### config.mk
export PLATFORM = sky130hd
export DESIGN_NAME = serial_cla_addsub_flat
export DESIGN_NICKNAME = d
export VERILOG_FILES = /design/src/rtl/serial_cla_addsub_pkg.sv /design/src/rtl/serial_cla_addsub_if.sv /design/src/rtl/serial_cla_addsub_cla_nibble.sv /design/src/rtl/serial_cla_addsub.sv /design/src/flat_wrapper.sv
export SDC_FILE = /design/constraint.sdc
export NUM_CORES = 1
export LEC_CHECK = 0
export ABC_CLOCK_PERIOD_IN_PS = 4300
export CORE_ASPECT_RATIO = 1.1
export CORE_MARGIN = 8
export CORE_UTILIZATION = 30
export CTS_CLUSTER_SIZE = 24
export DETAILED_ROUTE_END_ITERATION = 6
export PLACE_DENSITY_LB_ADDON = 0.2
export SLEW_MARGIN = 20
export SYNTH_ARGS = -nofsm -noshare
export SYNTH_HDL_FRONTEND = slang
export SYNTH_SLANG_ARGS = --single-unit
### constraint.sdc
create_clock -name i_clk -period 4.3 [get_ports i_clk]
set_clock_uncertainty 0.15 [all_clocks]
set_input_delay 0.43 -clock i_clk [delete_from_list [all_inputs] [get_ports i_clk]]
set_output_delay 0.43 -clock i_clk [all_outputs]
set_load 0.02 [all_outputs]
### src/rtl/serial_cla_addsub_pkg.sv
// Shared constants and FSM encoding for the nibble-serial add/subtract unit.
package serial_cla_addsub_pkg;

    localparam int NIBBLE_W = 4;

    typedef enum logic [1:0] {
        ST_IDLE = 2'd0,
        ST_RUN  = 2'd1,
        ST_DONE = 2'd2
    } state_t;

endpackage

### src/rtl/serial_cla_addsub_if.sv
// Operand/result handshake bundle: valid/ready in, valid/ready out.
interface serial_cla_addsub_if #(
    parameter int WIDTH = 32
);
    logic             in_valid;
    logic             in_ready;
    logic [WIDTH-1:0] a;
    logic [WIDTH-1:0] b;
    logic             sub;
    logic             out_valid;
    logic             out_ready;
    logic [WIDTH-1:0] sum;
    logic             cout;
    logic             ovf;

    // Producer of operands / consumer of results
    modport master (
        output in_valid, a, b, sub, out_ready,
        input  in_ready, out_valid, sum, cout, ovf
    );

    // The arithmetic unit itself
    modport slave (
        input  in_valid, a, b, sub, out_ready,
        output in_ready, out_valid, sum, cout, ovf
    );
endinterface

### src/rtl/serial_cla_addsub_cla_nibble.sv
// 4-bit carry propagate/generate slice and the lookahead resolver built on it.
module carry_prop_block
    import serial_cla_addsub_pkg::*;
(
    input  logic [NIBBLE_W-1:0] i_a,
    input  logic [NIBBLE_W-1:0] i_b,
    output logic [NIBBLE_W-1:0] o_p,
    output logic [NIBBLE_W-1:0] o_g
);
    assign o_p = i_a ^ i_b;
    assign o_g = i_a & i_b;
endmodule

module cla_nibble
    import serial_cla_addsub_pkg::*;
(
    input  logic [NIBBLE_W-1:0] i_a,
    input  logic [NIBBLE_W-1:0] i_b,
    input  logic                i_cin,
    output logic [NIBBLE_W-1:0] o_s,
    output logic                o_c3,
    output logic                o_c4
);
    logic [NIBBLE_W-1:0] w_p;
    logic [NIBBLE_W-1:0] w_g;
    logic                w_c1;
    logic                w_c2;
    logic                w_c3;
    logic                w_c4;

    carry_prop_block u_pg (
        .i_a (i_a),
        .i_b (i_b),
        .o_p (w_p),
        .o_g (w_g)
    );

    // Flattened lookahead: every carry is a two-level function of P, G and cin
    assign w_c1 = w_g[0] | (w_p[0] & i_cin);
    assign w_c2 = w_g[1] | (w_p[1] & w_g[0]) | (w_p[1] & w_p[0] & i_cin);
    assign w_c3 = w_g[2] | (w_p[2] & w_g[1]) | (w_p[2] & w_p[1] & w_g[0])
                | (w_p[2] & w_p[1] & w_p[0] & i_cin);
    assign w_c4 = w_g[3] | (w_p[3] & w_g[2]) | (w_p[3] & w_p[2] & w_g[1])
                | (w_p[3] & w_p[2] & w_p[1] & w_g[0])
                | (w_p[3] & w_p[2] & w_p[1] & w_p[0] & i_cin);

    assign o_s  = w_p ^ {w_c3, w_c2, w_c1, i_cin};
    assign o_c3 = w_c3;
    assign o_c4 = w_c4;
endmodule

### src/rtl/serial_cla_addsub.sv
// Nibble-serial WIDTH-bit add/subtract: one 4-bit lookahead step per cycle,
// ripple carry held in a register between nibbles.
module serial_cla_addsub
    import serial_cla_addsub_pkg::*;
#(
    parameter int WIDTH = 32
) (
    input  logic                 i_clk,
    input  logic                 i_rst,
    serial_cla_addsub_if.slave   bus
);
    localparam int NIB   = WIDTH / NIBBLE_W;
    localparam int CNT_W = (NIB > 1) ? $clog2(NIB) : 1;

    state_t                           r_state;
    logic [NIB-1:0][NIBBLE_W-1:0]     r_a;
    logic [NIB-1:0][NIBBLE_W-1:0]     r_b;
    logic [NIB-1:0][NIBBLE_W-1:0]     r_sum;
    logic                             r_carry;
    logic [CNT_W-1:0]                 r_cnt;
    logic                             r_cout;
    logic                             r_ovf;
    logic                             r_out_valid;

    logic [NIBBLE_W-1:0]              w_s;
    logic                             w_c3;
    logic                             w_c4;
    logic                             w_last;

    // Single shared lookahead slice, fed by the nibble selected by the counter
    cla_nibble u_cla (
        .i_a   (r_a[r_cnt]),
        .i_b   (r_b[r_cnt]),
        .i_cin (r_carry),
        .o_s   (w_s),
        .o_c3  (w_c3),
        .o_c4  (w_c4)
    );

    assign w_last = (r_cnt == CNT_W'(NIB - 1));

    // Control FSM with operand capture, per-nibble accumulation and result hold
    always_ff @(posedge i_clk) begin
        if (i_rst) begin
            r_state     <= ST_IDLE;
            r_a         <= '0;
            r_b         <= '0;
            r_sum       <= '0;
            r_carry     <= 1'b0;
            r_cnt       <= '0;
            r_cout      <= 1'b0;
            r_ovf       <= 1'b0;
            r_out_valid <= 1'b0;
        end else begin
            case (r_state)
                ST_IDLE: begin
                    if (bus.in_valid) begin
                        // Subtract is A + ~B + 1: invert B once here, carry-in 1
                        r_a     <= bus.a;
                        r_b     <= bus.b ^ {WIDTH{bus.sub}};
                        r_carry <= bus.sub;
                        r_cnt   <= '0;
                        r_state <= ST_RUN;
                    end
                end
                ST_RUN: begin
                    r_sum[r_cnt] <= w_s;
                    r_carry      <= w_c4;
                    if (w_last) begin
                        // Carry into vs out of the MSB gives signed overflow
                        r_cout      <= w_c4;
                        r_ovf       <= w_c3 ^ w_c4;
                        r_out_valid <= 1'b1;
                        r_state     <= ST_DONE;
                    end else begin
                        r_cnt <= r_cnt + 1'b1;
                    end
                end
                ST_DONE: begin
                    if (bus.out_ready) begin
                        r_out_valid <= 1'b0;
                        r_state     <= ST_IDLE;
                    end
                end
                default: begin
                    r_state <= ST_IDLE;
                end
            endcase
        end
    end

    assign bus.in_ready  = (r_state == ST_IDLE);
    assign bus.out_valid = r_out_valid;
    assign bus.sum       = r_sum;
    assign bus.cout      = r_cout;
    assign bus.ovf       = r_ovf;
endmodule

### src/flat_wrapper.sv
// flat-port wrapper written by rule: the top's interface ports become plain ports
module serial_cla_addsub_flat import serial_cla_addsub_pkg::*;
#(
    parameter int WIDTH = 32
)
  (i_clk, i_rst, bus_in_valid, bus_a, bus_b, bus_sub, bus_out_ready, bus_in_ready, bus_out_valid, bus_sum, bus_cout, bus_ovf);
  serial_cla_addsub_if #(.WIDTH(WIDTH)) bus_i ();
  input  logic i_clk;
  input  logic i_rst;
  input wire logic [$bits(bus_i.in_valid)-1:0] bus_in_valid;
  input wire logic [$bits(bus_i.a)-1:0] bus_a;
  input wire logic [$bits(bus_i.b)-1:0] bus_b;
  input wire logic [$bits(bus_i.sub)-1:0] bus_sub;
  input wire logic [$bits(bus_i.out_ready)-1:0] bus_out_ready;
  output wire logic [$bits(bus_i.in_ready)-1:0] bus_in_ready;
  output wire logic [$bits(bus_i.out_valid)-1:0] bus_out_valid;
  output wire logic [$bits(bus_i.sum)-1:0] bus_sum;
  output wire logic [$bits(bus_i.cout)-1:0] bus_cout;
  output wire logic [$bits(bus_i.ovf)-1:0] bus_ovf;
  assign bus_i.in_valid = bus_in_valid;
  assign bus_i.a = bus_a;
  assign bus_i.b = bus_b;
  assign bus_i.sub = bus_sub;
  assign bus_i.out_ready = bus_out_ready;
  assign bus_in_ready = bus_i.in_ready;
  assign bus_out_valid = bus_i.out_valid;
  assign bus_sum = bus_i.sum;
  assign bus_cout = bus_i.cout;
  assign bus_ovf = bus_i.ovf;
  serial_cla_addsub #(.WIDTH(WIDTH)) u_core (.i_clk(i_clk), .i_rst(i_rst), .bus(bus_i));
endmodule
==> results of run 1 <==
through the flow:
stage / power, mW / instances / hold slack (ps) / utilization (%) / instance area, um2
4_1_cts: 2.32 / 812 / 303 / 40.1 / 6250
5_1_grt: 2.40 / 813 / 326 / 40.2 / 6270
3_5_place_dp: 1.43 / 796 / 294 / 37.9 / 5920
2_1_floorplan: 1.28 / 527 / 283 / - / 4760
6_report: 2.30 / 813 / 302 / 40.2 / 6270
3_3_place_gp: 1.42 / 796 / 290 / 37.9 / 5920
worst max path at each step:
stage	startpoint	endpoint	depth (start not counted)
CTS	u_core.r_cnt[0]	u_core.bus.sum[31]	8
global placement	u_core.r_cnt[0]	u_core.bus.sum[31]	8
floorplan	u_core.r_cnt[0]	u_core.bus.sum[19]	9
finish	u_core.r_cnt[0]	u_core.bus.sum[31]	8
global route	u_core.r_cnt[0]	u_core.bus.sum[31]	8
detailed placement	u_core.r_cnt[0]	u_core.bus.sum[31]	8
final cells by class:
type                            count  area (um2)  area share (%)
Inverter                           12        45.0           0.718
Sequential cell                   105        2100            33.5
Tap cell                          200         250            3.99
Clock inverter                      4        75.1            1.20
Timing Repair Buffer              111        1100            17.5
Multi-Input combinational cell    369        2450            39.0
Clock buffer                       12         256            4.09
layout by cell type, fill, tap and decap left out, types with 4 or more instances in the layout:
cell             synthesis  layout
ha_1                     6       6
nand3b_1                 7       7
o311ai_0                 6       6
a21oi_1                 51      51
mux2i_1                  4       4
nand2b_1                 4       4
nand2_1                 78      78
nor2_1                  59      59
o21ai_0                 15      15
mux4_2                  16      16
mux2_2                   6       6
inv_1                   12      12
clkbuf_16                0       9
clkdlybuf4s50_1          0     102
xnor2_1                 33      33
nand3_1                  8       8
dfxtp_1                105     105
or4_1                    8       8
buf_4                    0       7
a211oi_1                41      41
kinds of logic after synthesis:
group / count (synthesis)
AO/OA/AOI/OAI: 125
multiplexers: 26
AND/OR/NAND/NOR: 178
XOR/XNOR: 33
flip-flops: 105
adder cells (fa/ha/maj): 7
buffers and inverters: 53
sequential cells by signal (all words and copies together) (netlist names):
register and count:
u_core.bus.cout 1, u_core.r_cnt 3, u_core.r_b 32, u_core.bus.ovf 1, u_core.r_state 2, u_core.bus.out_valid 1
u_core.r_a 32, u_core.r_carry 1, u_core.bus.sum 32
layer usage:
layer	global-route usage [%]	up-vias	share of wire, %
li1	-	2018	-
met1	16.0	1847	45
met2	19.8	112	47
met3	3.00	12	7.1
met4	5.17	0	1.2
met5	0	-	0
power by group through the flow:
stage / Sequential [mW] / Clock [mW] / Combinational [mW]
final: 1.06 / 0.893 / 0.349
after floorplan: 1.07 / 0 / 0.215
after detailed placement: 1.08 / 0 / 0.353
after CTS: 1.06 / 0.914 / 0.355
after global routing: 1.06 / 0.951 / 0.388
after global placement: 1.08 / 0 / 0.346
worst min-delay path, cell delays in order, from the launching register on:
cell     delay (ps)
dfxtp_1         310
nand2_1          50
a21oi_1          50
==> metrics.txt, run 1 <==
crit path kind=register to register; top cells by area, synth=dfxtp_1 44%, mux4_2 7.6%, a211oi_1 6.5%; mux cell area share after synthesis=9.84%; Max VDD drop=0.214 mV; setup TNS=0 ps; die width=136 um; sequential share of power=45.9%; port buffer count=104; Worst Tran Pin Value=992 ps; asr flop ratio synth=0%; hold_sp=u_core.r_a[13]; Fin. Hold Viols=0; I/O Pins=105; hold path depth=2; Initial Util=30.5%; post-synthesis register bit count=105; P_leak=2.12 nW; Cell Area, Synth=4760 um2; Hold Path End=u_core.r_a[13]; CTS Buffer Depth=2; Clock Sinks=105; DP Worst Slack=424 ps; routability cong.=0.786; YS warnings=0; R2R setup slack=480 ps; simple-gate share of the synthesized area=16.8%; register area share after synthesis=44.2%; PnR worst setup slack=481 ps; first-pass GRT wire length=20200 um; syn_nets=603; Worst path max stage delay=680 ps; Final HPWL DP=9290 um; synth cell count leaders=105 x dfxtp_1, 78 x nand2_1, 59 x nor2_1; htree depth=3; total CTS buffers=9; Compound-Gate Fraction of Synth Area=16.6%; crit path buf inv count=1; core footprint=15600 um2; logic gate share of total power=15.2%; switching power=559 uW; CTS root buf=clkbuf_16; Tcrit/Tclk final=88.8%; Clk network pwr share=38.9%; Synth top area share=44.2%; Worst Setup End Kind=register; Top delay family on crit path=multiplexers; # hold bufs at CTS=0; Crit-path slowest cell=dfxtp_1; count leader, synth=dfxtp_1; synth-to-layout area growth=31.9%; max-slew violations=0; Mapped Cells=527; largest area contributor in the netlist=dfxtp_1; Synth cell types=42; final antenna-violating net count=0; FF-to-FF End=u_core.bus.sum[31]; largest family of logic cells by synthesized area=simple AND/OR/NAND/NOR gates; final-stage net count=684; drt first pass iters=4; Initial DRC Count=287; CP max FO=15; Post-synth EDFFs=0; Fmax achieved=262 MHz; GR Util All Layers=12.5%; final WL=12600 um; pwr dens=366 nW/um2; status=finished clean; CP Launch Type=register; worst-path cell chain=buf_4 > mux4_2 > mux2_2 > ha_1 > o21ai_0 > o21ai_1 > or4_1 > o311ai_0; largest net degree at the start of global routing=108; clock insertion delay at the later pin of the skew report=350 ps; max_slew headroom=33.7%; final-report setup violation count=0; RSZ-0062 raised after global routing=false; Period minus WS final=3820 ps; Primary FF master, synth=dfxtp_1; Synth Area in Adders=2.00%; Cell Rows=48; xor and xnor area share after synthesis=6.08%; Sw Share=24.3%; reg2reg start=u_core.r_cnt[0]; Avg Cell Area, Syn=9.03 um2; max-cap viol count=0; CTS tree=yes; clock-pin slew on the worst setup and hold paths=70 ps; Die ar.=20100 um2; critical path arrival=3890 ps; ANT cells=0; DRC Markers=0; setup bufs post-CTS=0; vias in the first global route=3995; total number of vias=3989; Hold Path Class=register to register; Post-CTS Resized=0; vias per cell=4.91; initial antenna violation count=0; layout cells sized above 1=8.81%; die height=148 um; DR WL/cell=15.5 um; grt total ovfl=0; Internal Power=1.74 mW; data required time at the worst endpoint=4370 ps; # fillers=1569; Register-to-Register Path Depth=8
Power figures use the tool's default switching activity.
==> run 2: changes to the inputs <==
--- a/config.mk
+++ b/config.mk
@@ -12,7 +12,6 @@
 export CTS_CLUSTER_SIZE = 24
 export DETAILED_ROUTE_END_ITERATION = 6
 export PLACE_DENSITY_LB_ADDON = 0.2
-export SLEW_MARGIN = 20
 export SYNTH_ARGS = -nofsm -noshare
 export SYNTH_HDL_FRONTEND = slang
 export SYNTH_SLANG_ARGS = --single-unit
==> run 2 against run 1 <==
Net effect: cell count fell by 0.12%; non-clock buffer count down 1; hold slack gained 2.5 ps; count of clock-buffer cells in the layout unchanged; clock power decreased by 0.4%.
==> metrics.txt, run 2 (same netlist as run 1, synthesis figures left out) <==
commonest non-fill, non-tap cells in the layout=105 x dfxtp_1, 102 x clkdlybuf4s50_1, 78 x nand2_1 (unchanged); GRT busiest layer=met2 (unchanged); grt total ovfl=0 (unchanged); htree depth=3 (unchanged); setup bufs post-CTS=0 (unchanged); vias per cell=4.92 (was 4.91); Period minus WS final=3830 ps (was 3820 ps); final antenna-violating net count=0 (unchanged); Post-CTS Resized=0 (unchanged); I/O Pins=105 (unchanged); GR Util All Layers=12.5% (unchanged); die height=148 um (unchanged); Top delay family on crit path=multiplexers (unchanged); layout cells sized above 1=8.66% (was 8.81%); Worst path max stage delay=680 ps (about the same); Initial DRC Count=317 (was 287); total number of vias=3993 (was 3989); max-cap viol count=0 (unchanged); Fin. Hold Viols=0 (unchanged); DRC Markers=0 (unchanged); CTS tree=yes (unchanged); Power, Total=2.29 mW (was 2.30 mW); Worst Setup End Kind=register (unchanged); initial antenna violation count=0 (unchanged); worst-path cell chain=buf_4 > mux4_2 > mux2_2 > ha_1 > o21ai_0 > o21ai_1 > or4_1 > o311ai_0 (unchanged); final WL=12600 um (about the same); synth-to-layout area growth=31.5% (was 31.9%); # hold bufs at CTS=0 (unchanged); Die ar.=20100 um2 (unchanged); final-stage net count=683 (was 684); total CTS buffers=9 (unchanged); # fillers=1571 (was 1569); CTS Buffer Depth=2 (unchanged); RSZ-0062 raised after global routing=false (unchanged); Worst Tran Pin Value=1100 ps (was 992 ps); drt first pass iters=4 (unchanged); Hold Path Class=register to register (unchanged); data required time at the worst endpoint=4370 ps (about the same); crit path buf inv count=1 (unchanged); core footprint=15600 um2 (unchanged); clock-pin slew on the worst setup and hold paths=70 ps (about the same); Crit-path slowest cell=dfxtp_1 (unchanged); CP max FO=15 (unchanged); sequential share of power=46.0% (was 45.9%); Max VDD drop=0.214 mV (about the same); critical path arrival=3900 ps (was 3890 ps); Clk network pwr share=38.8% (was 38.9%); vias in the first global route=3995 (unchanged); met1 usage=16.0% (unchanged); Initial Util=30.5% (unchanged); Cell Rows=48 (unchanged); clock insertion delay at the later pin of the skew report=340 ps (was 350 ps); CTS root buf=clkbuf_16 (unchanged); switching power=556 uW (was 559 uW); met3 Usage GRT=3.00% (unchanged); crit path kind=register to register (unchanged); met2 usage=19.8% (unchanged); final-report setup violation count=0 (unchanged); ANT cells=0 (unchanged); max-slew violations=0 (unchanged); CP Launch Type=register (unchanged); logic gate share of total power=15.2% (about the same); setup TNS=0 ps (unchanged); Internal Power=1.74 mW (about the same); Fmax achieved=261 MHz (was 262 MHz); Final HPWL DP=9290 um (unchanged); die width=136 um (unchanged); P_leak=2.11 nW (was 2.12 nW); routability cong.=0.786 (unchanged); max_slew headroom=26.9% (was 33.7%); Clock Sinks=105 (unchanged); first-pass GRT wire length=20200 um (unchanged); Tcrit/Tclk final=89.2% (was 88.8%); DR WL/cell=15.5 um (about the same); largest net degree at the start of global routing=108 (unchanged); Sw Share=24.2% (was 24.3%); commonest non-fill, non-tap cell in the layout=dfxtp_1 (unchanged); status=finished clean (unchanged); pwr dens=367 nW/um2 (was 366 nW/um2); port buffer count=104 (unchanged)
run 2: metal layers:
layer  up-vias  wire length (um)
met2       131              5870
li1       2009                 -
met1      1840              5550
met4         0               179
met5         -                 0
met3        13               957
run 2: power groups by stage:
stage               logic, mW  registers (mW)  clock network [mW]
floorplan               0.215            1.07                   0
global placement        0.346            1.08                   0
detailed placement      0.353            1.08                   0
CTS                     0.355            1.06               0.914
global route            0.387            1.06               0.951
finish                  0.348            1.06               0.889
run 2: worst reg2reg max path: cells and delay by family (launching register included):
kind / cells / cell delay, ps
mux: 2 / 820
compound gates: 3 / 730
flops: 1 / 680
simple gates: 1 / 620
buf+inv: 1 / 370
fa+ha+maj: 1 / 340
run 2: area by class of cell:
type	count	area [um2]	share of cell area [%]
sequential	105	2100	33.6
timing repair buffer	110	1080	17.2
multi-input combinational	369	2450	39.1
inverter	12	45.0	0.720
tap	200	250	4.00
clock buffer	12	256	4.10
clock inverter	4	75.1	1.20
run 2: per-stage QoR:
| step | hold slack (ps) | cell area [um2] | cells | util, % | setup WS [ps] |
|---|---|---|---|---|---|
| after floorplan | 283 | 4760 | 527 | - | 1200 |
| after global placement | 290 | 5920 | 796 | 37.9 | 591 |
| after detailed placement | 294 | 5920 | 796 | 37.9 | 424 |
| after CTS | 303 | 6250 | 812 | 40.1 | 414 |
| after global routing | 326 | 6250 | 812 | 40.1 | 51.8 |
| final | 304 | 6250 | 812 | 40.1 | 465 |
run 2: path summary, 6_finish.rpt:
check                        to  cells past startpoint  slack (ps)       startpoint
max          u_core.bus.sum[31]                      8         470  u_core.r_cnt[0]
min              u_core.r_a[13]                      2         300   u_core.r_a[13]
max reg2reg  u_core.bus.sum[31]                      8         470  u_core.r_cnt[0]
min reg2reg      u_core.r_a[13]                      2         300   u_core.r_a[13]
